==> src/rtl/ex_mem_stage.sv <==
// EX/MEM pipeline register with data-memory request sequencer, beq resolution and MEM/WB fill.
// Memory ops hold the front end in WAIT until dmem_ack; a missing ack latches a sticky error.
module ex_mem_stage #(
   parameter int unsigned DATA_W   = 32,
   parameter int unsigned REG_W    = 5,
   parameter int unsigned MAX_WAIT = 15
) (
   input  logic              clk,
   input  logic              rst,
   input  logic              ex_valid,
   input  logic [2:0]        ex_M,
   input  logic [1:0]        ex_WB,
   input  logic [DATA_W-1:0] ex_alu_result,
   input  logic              ex_zero,
   input  logic [DATA_W-1:0] ex_write_data,
   input  logic [REG_W-1:0]  ex_rd,
   input  logic [DATA_W-1:0] ex_branch_target,
   input  logic              flush,
   output logic              dmem_req,
   output logic              dmem_we,
   output logic [DATA_W-1:0] dmem_addr,
   output logic [DATA_W-1:0] dmem_wdata,
   input  logic              dmem_ack,
   input  logic [DATA_W-1:0] dmem_rdata,
   output logic              mem_stall,
   output logic              pc_src,
   output logic [DATA_W-1:0] branch_target,
   output logic              wb_valid,
   output logic [1:0]        wb_WB,
   output logic [DATA_W-1:0] wb_read_data,
   output logic [DATA_W-1:0] wb_alu_result,
   output logic [REG_W-1:0]  wb_rd,
   output logic              mem_err
);

   localparam int unsigned CNT_W = $clog2(MAX_WAIT + 1);

   typedef enum logic [1:0] {StIdle, StWait, StErr} state_t;

   state_t             state_q, state_d;
   logic [CNT_W-1:0]   cnt_q, cnt_d;
   logic               flush_pend_q;

   logic               em_valid_q;
   logic [2:0]         em_m_q;
   logic [1:0]         em_wb_q;
   logic [DATA_W-1:0]  em_alu_q;
   logic               em_zero_q;
   logic [DATA_W-1:0]  em_wdata_q;
   logic [REG_W-1:0]   em_rd_q;
   logic [DATA_W-1:0]  em_target_q;

   logic               wb_valid_q;
   logic [1:0]         wb_wb_q;
   logic [DATA_W-1:0]  wb_rdata_q;
   logic [DATA_W-1:0]  wb_alu_q;
   logic [REG_W-1:0]   wb_rd_q;

   logic               capture;
   logic               cap_valid;
   logic               cap_mem;
   logic               wb_load;
   logic               wb_bubble;
   logic               em_is_load;

   always_comb begin
      state_d    = state_q;
      cnt_d      = cnt_q;
      dmem_req   = (state_q == StWait);
      mem_stall  = (state_q == StErr) | ((state_q == StWait) & ~dmem_ack);
      capture    = ~mem_stall;
      cap_valid  = ex_valid & ~(flush | flush_pend_q);
      cap_mem    = cap_valid & (ex_M[1] | ex_M[2]);
      wb_load    = (state_q == StIdle) | ((state_q == StWait) & dmem_ack);
      wb_bubble  = (state_q == StWait) & ~dmem_ack;
      // Both MemRead and MemWrite set is a store, so only a pure read returns data
      em_is_load = em_m_q[1] & ~em_m_q[2];
      unique case (state_q)
         StIdle: begin
            state_d = cap_mem ? StWait : StIdle;
            cnt_d   = '0;
         end
         StWait: begin
            if (dmem_ack) begin
               state_d = cap_mem ? StWait : StIdle;
               cnt_d   = '0;
            end else begin
               cnt_d = cnt_q + CNT_W'(1);
               if (cnt_q == CNT_W'(MAX_WAIT - 1)) state_d = StErr;
            end
         end
         StErr:   state_d = StErr;
         default: state_d = StIdle;
      endcase
   end

   always_ff @(posedge clk or posedge rst) begin
      if (rst) begin
         state_q      <= StIdle;
         cnt_q        <= '0;
         flush_pend_q <= 1'b0;
      end else begin
         state_q <= state_d;
         cnt_q   <= cnt_d;
         if (capture)    flush_pend_q <= 1'b0;
         else if (flush) flush_pend_q <= 1'b1;
      end
   end

   always_ff @(posedge clk or posedge rst) begin
      if (rst) begin
         em_valid_q  <= 1'b0;
         em_m_q      <= '0;
         em_wb_q     <= '0;
         em_alu_q    <= '0;
         em_zero_q   <= 1'b0;
         em_wdata_q  <= '0;
         em_rd_q     <= '0;
         em_target_q <= '0;
      end else if (capture) begin
         em_valid_q  <= cap_valid;
         em_m_q      <= ex_M;
         em_wb_q     <= ex_WB;
         em_alu_q    <= ex_alu_result;
         em_zero_q   <= ex_zero;
         em_wdata_q  <= ex_write_data;
         em_rd_q     <= ex_rd;
         em_target_q <= ex_branch_target;
      end
   end

   // ERR freezes MEM/WB; the timing-out WAIT edge has already left a bubble there
   always_ff @(posedge clk or posedge rst) begin
      if (rst) begin
         wb_valid_q <= 1'b0;
         wb_wb_q    <= '0;
         wb_rdata_q <= '0;
         wb_alu_q   <= '0;
         wb_rd_q    <= '0;
      end else if (wb_load) begin
         wb_valid_q <= em_valid_q;
         wb_wb_q    <= em_wb_q;
         wb_rdata_q <= ((state_q == StWait) && em_is_load) ? dmem_rdata : '0;
         wb_alu_q   <= em_alu_q;
         wb_rd_q    <= em_rd_q;
      end else if (wb_bubble) begin
         wb_valid_q <= 1'b0;
      end
   end

   assign dmem_we       = em_m_q[2];
   assign dmem_addr     = em_alu_q;
   assign dmem_wdata    = em_wdata_q;
   assign pc_src        = em_valid_q & em_m_q[0] & em_zero_q;
   assign branch_target = em_target_q;
   assign mem_err       = (state_q == StErr);
   assign wb_valid      = wb_valid_q;
   assign wb_WB         = wb_wb_q;
   assign wb_read_data  = wb_rdata_q;
   assign wb_alu_result = wb_alu_q;
   assign wb_rd         = wb_rd_q;

endmodule

==> config.mk <==
export PLATFORM = sky130hd
export DESIGN_NAME = ex_mem_stage
export DESIGN_NICKNAME = d
export VERILOG_FILES = /design/src/rtl/ex_mem_stage.sv
export SDC_FILE = /design/constraint.sdc
export NUM_CORES = 1
export LEC_CHECK = 0
export CORE_ASPECT_RATIO = 0.8
export CORE_MARGIN = 8
export CORE_UTILIZATION = 28
export CTS_BUF_LIST = sky130_fd_sc_hd__clkbuf_8 sky130_fd_sc_hd__clkbuf_16
export DETAILED_ROUTE_END_ITERATION = 16
export RECOVER_POWER = 100
export SETUP_SLACK_MARGIN = 0.4
export SKIP_LAST_GASP = 1
export SYNTH_ARGS = -nofsm -noshare
export SYNTH_HDL_FRONTEND = slang
export SYNTH_SLANG_ARGS = --single-unit
==> constraint.sdc <==
create_clock -name clk -period 6.9 [get_ports clk]
set_input_delay 1.035 -clock clk [delete_from_list [all_inputs] [get_ports clk]]
set_output_delay 1.035 -clock clk [all_outputs]
set_load 0.02 [all_outputs]
==> qor.yml <==
status: "complete, but fails checks"
violations: "capacitance limit, slew limit"
dr.pass1.iters: 4
clk_pin_slew_worst_paths_ps: 70
rsz0062_at_grt: "false"
hp-class: "flop to flop"
synthTopCellsByArea: "dfrtp_1, mux2_1, mux2_2, a22o_1, buf_6"
regArea_sq_um: 4679
synth_edf_count: 0
initial_core_util_pct: 28.10
async_flop_share_pct: 100.0
cpMaxStageDelayCell: "nand2b_1"
antenna_found_initial: 1
synth-seq-cells: 187
cts_tree: "built"
clockPowerShare_pct: 20.1
maxCapViolations: 2
area_growth_pct: 56.44
finalNetCount: 886
synth_top_cell_by_area: "dfrtp_1"
drc_errors: 0
synth_nets: 572
fin_util_pct: 43.96
end_kind: "flop"
overflow: 0
fp-row-count: 52
post-route-min-period_ps: 4486
wl_per_cell_microns: 18.26
netlist_instances: 426
leakagePower_nw: 4.710
place.gp.congestion: 0.6971
clock_latency_ps: 430
fill_cells: 2310
synth_most_common_cell: "dfrtp_1"
ctsHoldBuffers: 0
core-area_sq_um: 24980
cp_top_family: "simple AND/OR/NAND/NOR gates"
vias: 4655
viasPerCell: 4.322
cts_htree_levels: 4
clock_skew_ps: 9.793
max_freq_ghz: 0.2229
p_sw_share_pct: 36.04
die_x_microns: 193.0
max_slew.worst_pin.slew_ps: 3328
wl_microns: 19660
port_buffers: 316
synth-warning-count: 0
dp_slack_ps: 2941
critPathKind: "input pin to flop"
placed_area_sq_um: 10460
maxSlewHeadroom_pct: -121.8
grt_max_degree: 128
crit_chain: "dlygate4sd3_1 > nand2b_1 > nand2b_1 > mux2_2"
grt_first_pass_wirelength_microns: 30760
ys_seq_area_share_pct: 66.65
post_cts_buffers: 0
vdd_drop_max_v: 0.0001856
syn_area_sq_um: 7020
power_frac_comb_pct: 43.0
finalHoldViolations: 0
first_iter_violations: 182
die_h_microns: 157.6
cts.sinks: 187
synth_top_area_share_pct: 66.65
slowest_delay_ps: 2320
p_int_mw: 2.875
start_kind: "input pin"
synth.top_cells.by_count: "dfrtp_1, mux2_1, mux2_2"
hpwlAfterDp_microns: 13880
finalMaxSlewViolations: 136
pwr_density_cell_nw_per_um2: 409.3
synth_cell_types: 29
cp_max_fo: 68
final_cell_area_sq_um: 10980
numCtsBuffers: 17
fin_crit_sh_pct: 65.02
antenna_cells: 0
grt_util_all_layers_pct: 13.10
avgSynthCellArea_sq_um: 16.48
io_pins: 317
fin_hold_ws_ps: 484.5
p_seq_share_pct: 36.8
setup_viol: 0
synth_top_flop_cell: "dfrtp_1"
grt_pass1_vias: 5147
tns_ps: 0
ctsResizeCount: 0
antenna_left: 0
cp_data_arrival_time_ps: 4780
critPathBufInv: 1
cts_root_buffer: "clkbuf_16"
drive_gt1_share_pct: 13.01
die-area_sq_um: 30430
multi_input_area_sq_um: 2161
power_switching_mw: 1.620
fin_ws_ps: 2414
cp_common_cell: "nand2b_1"
required_ps: 7190
cts_buffer_depth: 2
## placed cells by master (no fill, tap or decap), drive strengths merged
master	instances
dfrtp	187
dlygate4sd3	175
mux2	147
clkdlybuf4s50	141
a22o	32
clkbuf	20
clkinv	8
nand2	5
inv	5
o21ai	4
nand3	3
buf	3
nor2b	3
nand2b	2
nor2	2
ha	2
clkinvlp	2
o21bai	2
and4b	1
and3	1
nor3b	1
o21a	1
or4	1
a311o	1
and2	1
a32o	1
or2	1
o31ai	1
## power by group through the flow
stage | clock network (mW) | registers (mW) | logic, mW
floorplan | 0 | 2.08 | 0.727
global placement | 0 | 1.69 | 2.07
detailed placement | 0 | 1.69 | 2.08
CTS | 0.949 | 1.68 | 2.09
global route | 0.991 | 1.72 | 2.07
finish | 0.905 | 1.66 | 1.94
## state kept, by name, summed over array words and instances, names as in the netlist
signal,flops
branch_target,32
dmem_addr,32
dmem_wdata,32
wb_alu_result,32
wb_read_data,32
em_rd_q,5
wb_rd,5
cnt_q,4
em_m_q,3
em_wb_q,2
state_q,2
wb_WB,2
em_valid_q,1
em_zero_q,1
flush_pend_q,1
wb_valid,1
## cell type report
| cell class | count | share of cell area [%] |
|---|---|---|
| clock inverters | 13 | 0.7177 |
| inverters | 2 | 0.1367 |
| flip-flops and latches | 187 | 42.61 |
| repair buffers | 320 | 29.05 |
| multi-input cells | 212 | 19.67 |
| clock buffers | 19 | 4.124 |
| well taps | 324 | 3.691 |
## cells by family (layout without fill, tap and decap cells)
group / after synthesis / count (layout) / synth area share, %
adders and majority gates: 2 / 2 / 0.3564
AOI/OAI and AO/OA: 42 / 42 / 4.990
buffers and inverters: 27 / 354 / 2.691
DFF: 187 / 187 / 66.65
muxes: 147 / 147 / 23.58
and+or+nand+nor: 21 / 21 / 1.729
## metrics by stage
step                power (mW)  std cells
CTS                      4.715       1077
global route             4.774       1077
finish                   4.496       1077
floorplan                2.811        426
detailed placement       3.773       1045
global placement         3.755       1045
## worst paths after layout
kind	slack (ps)	startpoint	depth (start not counted)	to
worst min register to register	480	branch_target[1]	1	branch_target[1]
worst max register to register	3150	state_q[1]	2	wb_alu_result[9]
worst max-delay path	2410	dmem_ack	4	wb_alu_result[9]
worst min-delay path	480	branch_target[1]	1	branch_target[1]
min in group asynchronous	1280	rst	2	wb_read_data[21]
max in group asynchronous	4300	rst	3	wb_WB[1]
## layer usage
metal  global-route usage, %  vias up  share of wire (%)
met5                       0        -              0.066
met4                   3.876        2                1.3
met3                   6.055       17                 10
met2                   20.24      160                 46
met1                   16.18     2320                 42
li1                        -     2156                  -
No activity file was read; power rests on OpenSTA's default activity.
